<file path="src/rtl/alu_share_arbiter.sv">
// Two-requester round-robin arbiter and sequencer for a shared RV32I ALU.
// Define ALU_ARB_OPCHECK_EN to reject illegal opcodes with an error response.
module alu_share_arbiter #(
  parameter int WIDTH = 32
) (
  input  logic             clk,
  input  logic             rst,
  input  logic             req0_valid,
  output logic             req0_ready,
  input  logic [WIDTH-1:0] req0_a,
  input  logic [WIDTH-1:0] req0_b,
  input  logic [3:0]       req0_op,
  output logic             rsp0_valid,
  input  logic             rsp0_ready,
  output logic [WIDTH-1:0] rsp0_data,
  output logic             rsp0_err,
  input  logic             req1_valid,
  output logic             req1_ready,
  input  logic [WIDTH-1:0] req1_a,
  input  logic [WIDTH-1:0] req1_b,
  input  logic [3:0]       req1_op,
  output logic             rsp1_valid,
  input  logic             rsp1_ready,
  output logic [WIDTH-1:0] rsp1_data,
  output logic             rsp1_err,
  output logic [WIDTH-1:0] alu_a,
  output logic [WIDTH-1:0] alu_b,
  output logic [3:0]       alu_op,
  input  logic [WIDTH-1:0] alu_s,
  output logic             busy
);

  localparam logic [1:0] IDLE  = 2'd0;
  localparam logic [1:0] ISSUE = 2'd1;
  localparam logic [1:0] RESP  = 2'd2;

  logic [1:0]       state;
  logic [1:0]       state_nx;
  logic             prio;
  logic             gnt;
  logic             sel;
  logic             accept;
  logic             rsp_hs;
  logic [WIDTH-1:0] result;
  logic             err_q;
  logic [WIDTH-1:0] in_a;
  logic [WIDTH-1:0] in_b;
  logic [3:0]       in_op;

  // Requester 1 wins when alone or when the pointer favours it.
  always_comb begin
    sel    = req1_valid & (~req0_valid | prio);
    accept = (state == IDLE) & ~rst & (req0_valid | req1_valid);
    in_a   = sel ? req1_a  : req0_a;
    in_b   = sel ? req1_b  : req0_b;
    in_op  = sel ? req1_op : req0_op;
    rsp_hs = (state == RESP) & (gnt ? rsp1_ready : rsp0_ready);
  end

  assign req0_ready = accept & ~sel;
  assign req1_ready = accept &  sel;

  assign rsp0_valid = (state == RESP) & ~gnt;
  assign rsp1_valid = (state == RESP) &  gnt;
  assign rsp0_data  = result;
  assign rsp1_data  = result;
  assign rsp0_err   = err_q;
  assign rsp1_err   = err_q;
  assign busy       = (state != IDLE);

  always_comb begin
    state_nx = state;
    unique case (1'b1)
      state == IDLE:  if (accept) state_nx = ISSUE;
      state == ISSUE: state_nx = RESP;
      state == RESP:  if (rsp_hs) state_nx = IDLE;
      default:        state_nx = IDLE;
    endcase
  end

  always_ff @(posedge clk) begin
    if (rst) begin
      state <= IDLE;
      prio  <= 1'b0;
      gnt   <= 1'b0;
    end else begin
      state <= state_nx;
      if (accept) begin
        gnt  <= sel;
        prio <= ~sel;
      end
    end
  end

`ifdef ALU_ARB_OPCHECK_EN
  logic bad;
  logic bad_q;

  function automatic logic op_legal(input logic [3:0] op);
    logic ok;
    unique case (op)
      4'b0000, 4'b1000, 4'b0001, 4'b0010,
      4'b0011, 4'b0100, 4'b0101, 4'b1101,
      4'b0110, 4'b0111: ok = 1'b1;
      default:          ok = 1'b0;
    endcase
    return ok;
  endfunction

  assign bad = ~op_legal(in_op);

  // Illegal ops still take the ISSUE slot so latency stays fixed.
  always_ff @(posedge clk) begin
    if (rst) begin
      alu_a  <= '0;
      alu_b  <= '0;
      alu_op <= 4'b0000;
      bad_q  <= 1'b0;
      result <= '0;
      err_q  <= 1'b0;
    end else begin
      if (accept) begin
        alu_a  <= in_a;
        alu_b  <= in_b;
        alu_op <= bad ? 4'b0000 : in_op;
        bad_q  <= bad;
      end
      if (state == ISSUE) begin
        result <= bad_q ? '0 : alu_s;
        err_q  <= bad_q;
      end
    end
  end
`else
  assign err_q = 1'b0;

  always_ff @(posedge clk) begin
    if (rst) begin
      alu_a  <= '0;
      alu_b  <= '0;
      alu_op <= 4'b0000;
      result <= '0;
    end else begin
      if (accept) begin
        alu_a  <= in_a;
        alu_b  <= in_b;
        alu_op <= in_op;
      end
      if (state == ISSUE) result <= alu_s;
    end
  end
`endif

endmodule

</file>
<file path="config.mk">
export PLATFORM = sky130hd
export DESIGN_NAME = alu_share_arbiter
export DESIGN_NICKNAME = d
export VERILOG_FILES = /design/src/rtl/alu_share_arbiter.sv
export SDC_FILE = /design/constraint.sdc
export NUM_CORES = 1
export LEC_CHECK = 0
export CORE_AREA = 4 4 119 121
export CTS_BUF_LIST = sky130_fd_sc_hd__clkbuf_8
export DETAILED_ROUTE_END_ITERATION = 8
export DIE_AREA = 0 0 123 125
export PLACE_DENSITY = 0.77
export SYNTH_ARGS = -nofsm -noshare
export SYNTH_HDL_FRONTEND = slang
export SYNTH_SLANG_ARGS = --single-unit
export TNS_END_PERCENT = 30
</file>
<file path="constraint.sdc">
create_clock -name clk -period 2 [get_ports clk]
set_clock_uncertainty 0.2 [all_clocks]
set_input_delay 0.2 -clock clk [delete_from_list [all_inputs] [get_ports clk]]
set_output_delay 0.2 -clock clk [all_outputs]
set_load 0.02 [all_outputs]
</file>
==> results of run 1 <==
area by class of cell:
| cell class | count | area, um2 | share of cell area |
|---|---|---|---|
| inverters | 1 | 3.75 | 0.000496 |
| clock buffers | 9 | 124 | 0.0164 |
| clock inverters | 7 | 111 | 0.0147 |
| multi-input cells | 281 | 1770 | 0.234 |
| well taps | 176 | 220 | 0.0291 |
| flip-flops and latches | 104 | 2080 | 0.275 |
| repair buffers | 331 | 3260 | 0.430 |
final timing paths:
path | from | endpoint | slack, ps | depth (start not counted)
setup reg to reg | state[1] | alu_a[20] | 140 | 4
hold reg to reg | rsp0_data[8] | rsp0_data[8] | 280 | 2
setup / recovery | state[1] | busy | 110 | 4
hold / removal | alu_s[15] | rsp0_data[15] | 180 | 3
cell usage in the layout, fill, tap and decap left out, types with 13 or more instances in the layout:
cell type,netlist,layout
dfxtp_1,104,104
a31oi_1,13,13
clkdlybuf4s50_1,0,304
nand3_1,13,13
buf_4,37,19
and3_1,55,55
nand2_1,64,64
nand4_1,13,13
a221o_1,55,55
o21ai_0,13,13
a21oi_1,35,35
report_power, final:
part / total [W] / switching [W] / internal (W)
Combinational: 0.00165 / 0.000764 / 0.000888
Clock: 0.00154 / 0.000720 / 0.000824
Sequential: 0.00240 / 0.000134 / 0.00226
layer usage:
metal | GRT usage | part of all wire | routed length, um | vias up
li1 | - | - | - | 2193
met1 | 0.217 | 0.37 | 5920 | 2175
met2 | 0.353 | 0.51 | 8250 | 252
met3 | 0.0556 | 0.089 | 1440 | 40
met4 | 0.0801 | 0.032 | 522 | 0
met5 | 0 | 0 | 0 | -
cell families after synthesis:
kind of cell,share of synthesized area
buffers and inverters,0.124
AO/OA/AOI/OAI,0.206
flip-flops,0.476
other,0.000858
multiplexers,0.00229
AND/OR/NAND/NOR,0.190
sequential cells by signal (all words and copies together), names as in the netlist:
| register | count |
|---|---|
| rsp0_data | 32 |
| alu_a | 32 |
| alu_op | 4 |
| prio | 1 |
| state | 2 |
| gnt | 1 |
| alu_b | 32 |
worst min-delay path, delay by kind of cell:
| kind | cells | cell delay (ps) |
|---|---|---|
| and+or+nand+nor | 1 | 60 |
| buffers and inverters | 1 | 400 |
| AOI/OAI and AO/OA | 1 | 50 |
metrics by stage:
| step | setup slack [ps] | utilization | cells | hold slack [ps] | TNS (ps) |
|---|---|---|---|---|---|
| floorplan | 356 | - | 466 | 136 | 0 |
| global placement | -109 | 0.561 | 893 | 255 | -5160 |
| detailed placement | -190 | 0.561 | 893 | 265 | -7800 |
| CTS | -20.3 | 0.579 | 909 | 157 | -20.3 |
| global route | 48.8 | 0.579 | 909 | 169 | 0 |
| finish | 113 | 0.579 | 909 | 185 | 0 |
==> impl_metrics.json, run 1 <==
{
  "drt_first_pass_iters": 6,
  "n_fill_cell": 1120,
  "status": "finished, final reports clean",
  "worst-path-buf-inv": 3,
  "rsz0062_at_grt": "no",
  "yosys-top-cells-count": "dfxtp_1 (104), nand2_1 (64), a221o_1 (55), and3_1 (55), buf_4 (37)",
  "p_per_area_nw_per_um2": 739,
  "worstSetupPathType": "reg2out",
  "h-tree-depth": 3,
  "hold_class": "in2reg",
  "avgSynthCellArea_um2": 9.40,
  "drc_errors": 0,
  "dp_hpwl_um": 12300,
  "nNetsFinal": 902,
  "cp_max_fo": 7,
  "clock_sinks": 104,
  "slew_headroom": 0.650,
  "drv_cap": 0,
  "cts_root_buf": "clkbuf_8",
  "cts_tree": "yes",
  "setup_viol": 0,
  "total_power_w": 0.00559,
  "synth-edff-count": 0,
  "clkTransAtPathRegs_ps": 100,
  "syn-instance-count": 465,
  "vias_per_cell": 5.13,
  "drive_above_1_share": 0.0655,
  "cts_resized": 6,
  "coreArea_um2": 13100,
  "power.leakage_nw": 2.98,
  "drt-initial-drc-count": 335,
  "ys_types": 30,
  "required_ps": 1600,
  "grt_overflow": 0,
  "io_pins": 313,
  "worst_slew_pin_slew_ps": 525,
  "cts-buffers-inserted": 9,
  "finalCritPeriodShare": 0.943,
  "row_count": 42,
  "yosysTopAreaCell": "dfxtp_1",
  "dieHeight_um": 125,
  "grt_max_degree": 62,
  "grt_pass1_vias": 4758,
  "detail_route.wl_per_cell_um": 17.7,
  "grt_first_pass_wirelength_um": 24300,
  "async_flop_share": 0,
  "crit_slowest_cell": "dlygate4sd2_1",
  "maxSlewViolCount": 0,
  "synth_top_area_frac": 0.476,
  "cts_hold_buf": 0,
  "num_vias": 4660,
  "cts_setup_buffers": 0,
  "syn-cell-area_um2": 4370,
  "netlist_top_cells_area": "dfxtp_1 (48%), a221o_1 (13%), and3_1 (7.9%)",
  "synth-seq-area-share": 0.476,
  "clk_latency_ps": 350,
  "die_w_um": 123,
  "fin_crit_ps": 1890,
  "port_buffers": 310,
  "clock_path_buffers": 2,
  "crit_path_end_kind": "output pin",
  "num_antenna_cells": 0,
  "crit_chain": "buf_4 > nor2_2 > inv_2 > dlygate4sd2_1",
  "setup.worst_path.start_class": "register",
  "dieArea_um2": 15400,
  "wl_um": 16100,
  "area_growth_syn_to_layout_pct": 73.2,
  "gp_congestion": 0.807,
  "max_stage_delay_ps": 350,
  "post-synth-top-count-cell": "dfxtp_1",
  "peakVddDrop_uv": 300,
  "antenna_found_initial": 0,
  "postRouteAntennaNets": 0,
  "start_util": 0.334,
  "finalHoldViolCount": 0,
  "cp_data_arrival_time_ps": 1490,
  "track_usage": 0.197,
  "synth_seq_cells": 104,
  "max_freq_ghz": 0.530,
  "critical-path-top-delay-family": "buffers and inverters",
  "synth_ff_type": "dfxtp_1",
  "design_area_um2": 7570,
  "post_dp_cell_area_um2": 7340,
  "ys_warn_count": 0
}
Note: power is estimated with default switching activity, not from simulation.
==> inputs of run 2 (changes only) <==
--- a/config.mk
+++ b/config.mk
@@ -5,11 +5,11 @@
 export SDC_FILE = /design/constraint.sdc
 export NUM_CORES = 1
 export LEC_CHECK = 0
-export CORE_AREA = 4 4 119 121
+export CORE_AREA = 2 2 120 122
 export CTS_BUF_LIST = sky130_fd_sc_hd__clkbuf_8
 export DETAILED_ROUTE_END_ITERATION = 8
-export DIE_AREA = 0 0 123 125
-export PLACE_DENSITY = 0.77
+export DIE_AREA = 0 0 122 124
+export PLACE_DENSITY = 0.73
 export SYNTH_ARGS = -nofsm -noshare
 export SYNTH_HDL_FRONTEND = slang
 export SYNTH_SLANG_ARGS = --single-unit
==> impl_metrics.json, run 2 (same netlist as run 1, synthesis figures left out) <==
{
  "drive_above_1_share": 0.0628,
  "power.internal_w": 0.00384,
  "hold_class": "in2reg",
  "row_count": 43,
  "worst_slew_pin_slew_ps": 534,
  "num_vias": 4612,
  "drc_errors": 0,
  "clock_sinks": 104,
  "cts_root_buf": "clkbuf_8",
  "grt_first_pass_wirelength_um": 23000,
  "power_frac_clock": 0.255,
  "grt_max_degree": 53,
  "detail_route.wl_per_cell_um": 17.0,
  "postRouteAntennaNets": 0,
  "fin_crit_ps": 1870,
  "netSwitchingFraction": 0.293,
  "p_per_area_nw_per_um2": 720,
  "clkTransAtPathRegs_ps": 90,
  "mostFrequentLayoutCells": "clkdlybuf4s50_1 (304), dfxtp_1 (104), nand2_1 (64), and3_1 (55), a221o_1 (55)",
  "total_power_w": 0.00543,
  "dieHeight_um": 124,
  "clock_path_buffers": 2,
  "slew_headroom": 0.644,
  "layout_commonest_cell": "clkdlybuf4s50_1",
  "drv_cap": 0,
  "area_growth_syn_to_layout_pct": 72.7,
  "peakVddDrop_uv": 411,
  "crit_path_end_kind": "output pin",
  "dp_hpwl_um": 11800,
  "worstSetupPathType": "reg2out",
  "nNetsFinal": 902,
  "wl_um": 15500,
  "cts_tree": "yes",
  "design_area_um2": 7550,
  "track_usage": 0.194,
  "die_w_um": 122,
  "cts-buffers-inserted": 9,
  "dieArea_um2": 15100,
  "vias_per_cell": 5.06,
  "setup_viol": 0,
  "io_pins": 313,
  "cp_data_arrival_time_ps": 1470,
  "setup.worst_path.start_class": "register",
  "netSwitchingPower_w": 0.00159,
  "finalHoldViolCount": 0,
  "maxSlewViolCount": 0,
  "num_antenna_cells": 0,
  "rsz0062_at_grt": "no",
  "power.leakage_nw": 2.97,
  "pwr-share-comb": 0.305,
  "drt-initial-drc-count": 195,
  "max_stage_delay_ps": 340,
  "port_buffers": 310,
  "fin_setup_tns_ps": 0,
  "required_ps": 1600,
  "start_util": 0.319,
  "cts_hold_buf": 0,
  "max_freq_ghz": 0.536,
  "clk_latency_ps": 370,
  "status": "finished, final reports clean",
  "antenna_found_initial": 0,
  "gp_congestion": 0.810,
  "drt_first_pass_iters": 4,
  "whs_ps": 171,
  "post_dp_cell_area_um2": 7350,
  "h-tree-depth": 3,
  "cp_max_fo": 6,
  "finalCritPeriodShare": 0.933,
  "coreArea_um2": 13700,
  "grt_pass1_vias": 4581,
  "sequentialPowerShare": 0.439,
  "crit_slowest_cell": "dfxtp_1",
  "crit_chain": "buf_4 > nor2_2 > inv_1 > dlygate4sd2_1",
  "grt_overflow": 0
}
==> run 2: power by group through the flow <==
| stage | clock network, W | registers [W] | logic [W] |
|---|---|---|---|
| floorplan | 0 | 0.00264 | 0.000583 |
| global placement | 0 | 0.00243 | 0.00164 |
| detailed placement | 0 | 0.00243 | 0.00167 |
| CTS | 0.00144 | 0.00239 | 0.00167 |
| global route | 0.00152 | 0.00241 | 0.00176 |
| finish | 0.00139 | 0.00239 | 0.00166 |
==> run 2: final timing paths <==
check           startpoint            end  slack [ps]  cells after the start
max               state[1]           busy         130                      4
min              alu_s[27]  rsp0_data[27]         170                      3
max reg2reg       state[0]      alu_a[19]         170                      4
min reg2reg  rsp0_data[16]  rsp0_data[16]         270                      2
==> run 2: layout make-up <==
class	instances	area [um2]
well taps	180	225
clock inverters	6	77.6
flip-flops and latches	104	2080
repair buffers	331	3260
inverters	1	3.75
clock buffers	9	124
fillers	1258	6170
multi-input cells	281	1770
==> run 2: metal layers <==
layer  track usage  part of all wire
met4        0.0740             0.021
met5             0                 0
met1         0.204              0.37
met2         0.366              0.52
met3        0.0522             0.085
==> run 2: metrics by stage <==
stage / utilization / setup WS, ps / std cells
3_5_place_dp: 0.536 / -276 / 896
3_3_place_gp: 0.536 / -182 / 896
5_1_grt: 0.550 / 36.1 / 912
4_1_cts: 0.551 / 8.57 / 912
2_1_floorplan: - / 356 / 466
6_report: 0.550 / 134 / 912
==> run 2: worst max-delay path, delay by kind of cell (launching register included) <==
family,cells,cell delay (ps)
buffers and inverters,3,580
and+or+nand+nor,1,170
DFF,1,340
==> run 2: repair_timing <==
action                                  CTS  global route
buffers inserted                          1             0
endpoints found under the setup margin    5             6
resized for setup                         6             8
pin swaps                                 1             1
==> inputs of run 3 (changes only) <==
--- a/config.mk
+++ b/config.mk
@@ -7,6 +7,7 @@
 export LEC_CHECK = 0
 export CORE_AREA = 2 2 120 122
 export CTS_BUF_LIST = sky130_fd_sc_hd__clkbuf_8
+export CTS_CLUSTER_SIZE = 16
 export DETAILED_ROUTE_END_ITERATION = 8
 export DIE_AREA = 0 0 122 124
 export PLACE_DENSITY = 0.73
==> results of run 3 <==
The final DEF is identical to that of run 2; final timing and power are the same.
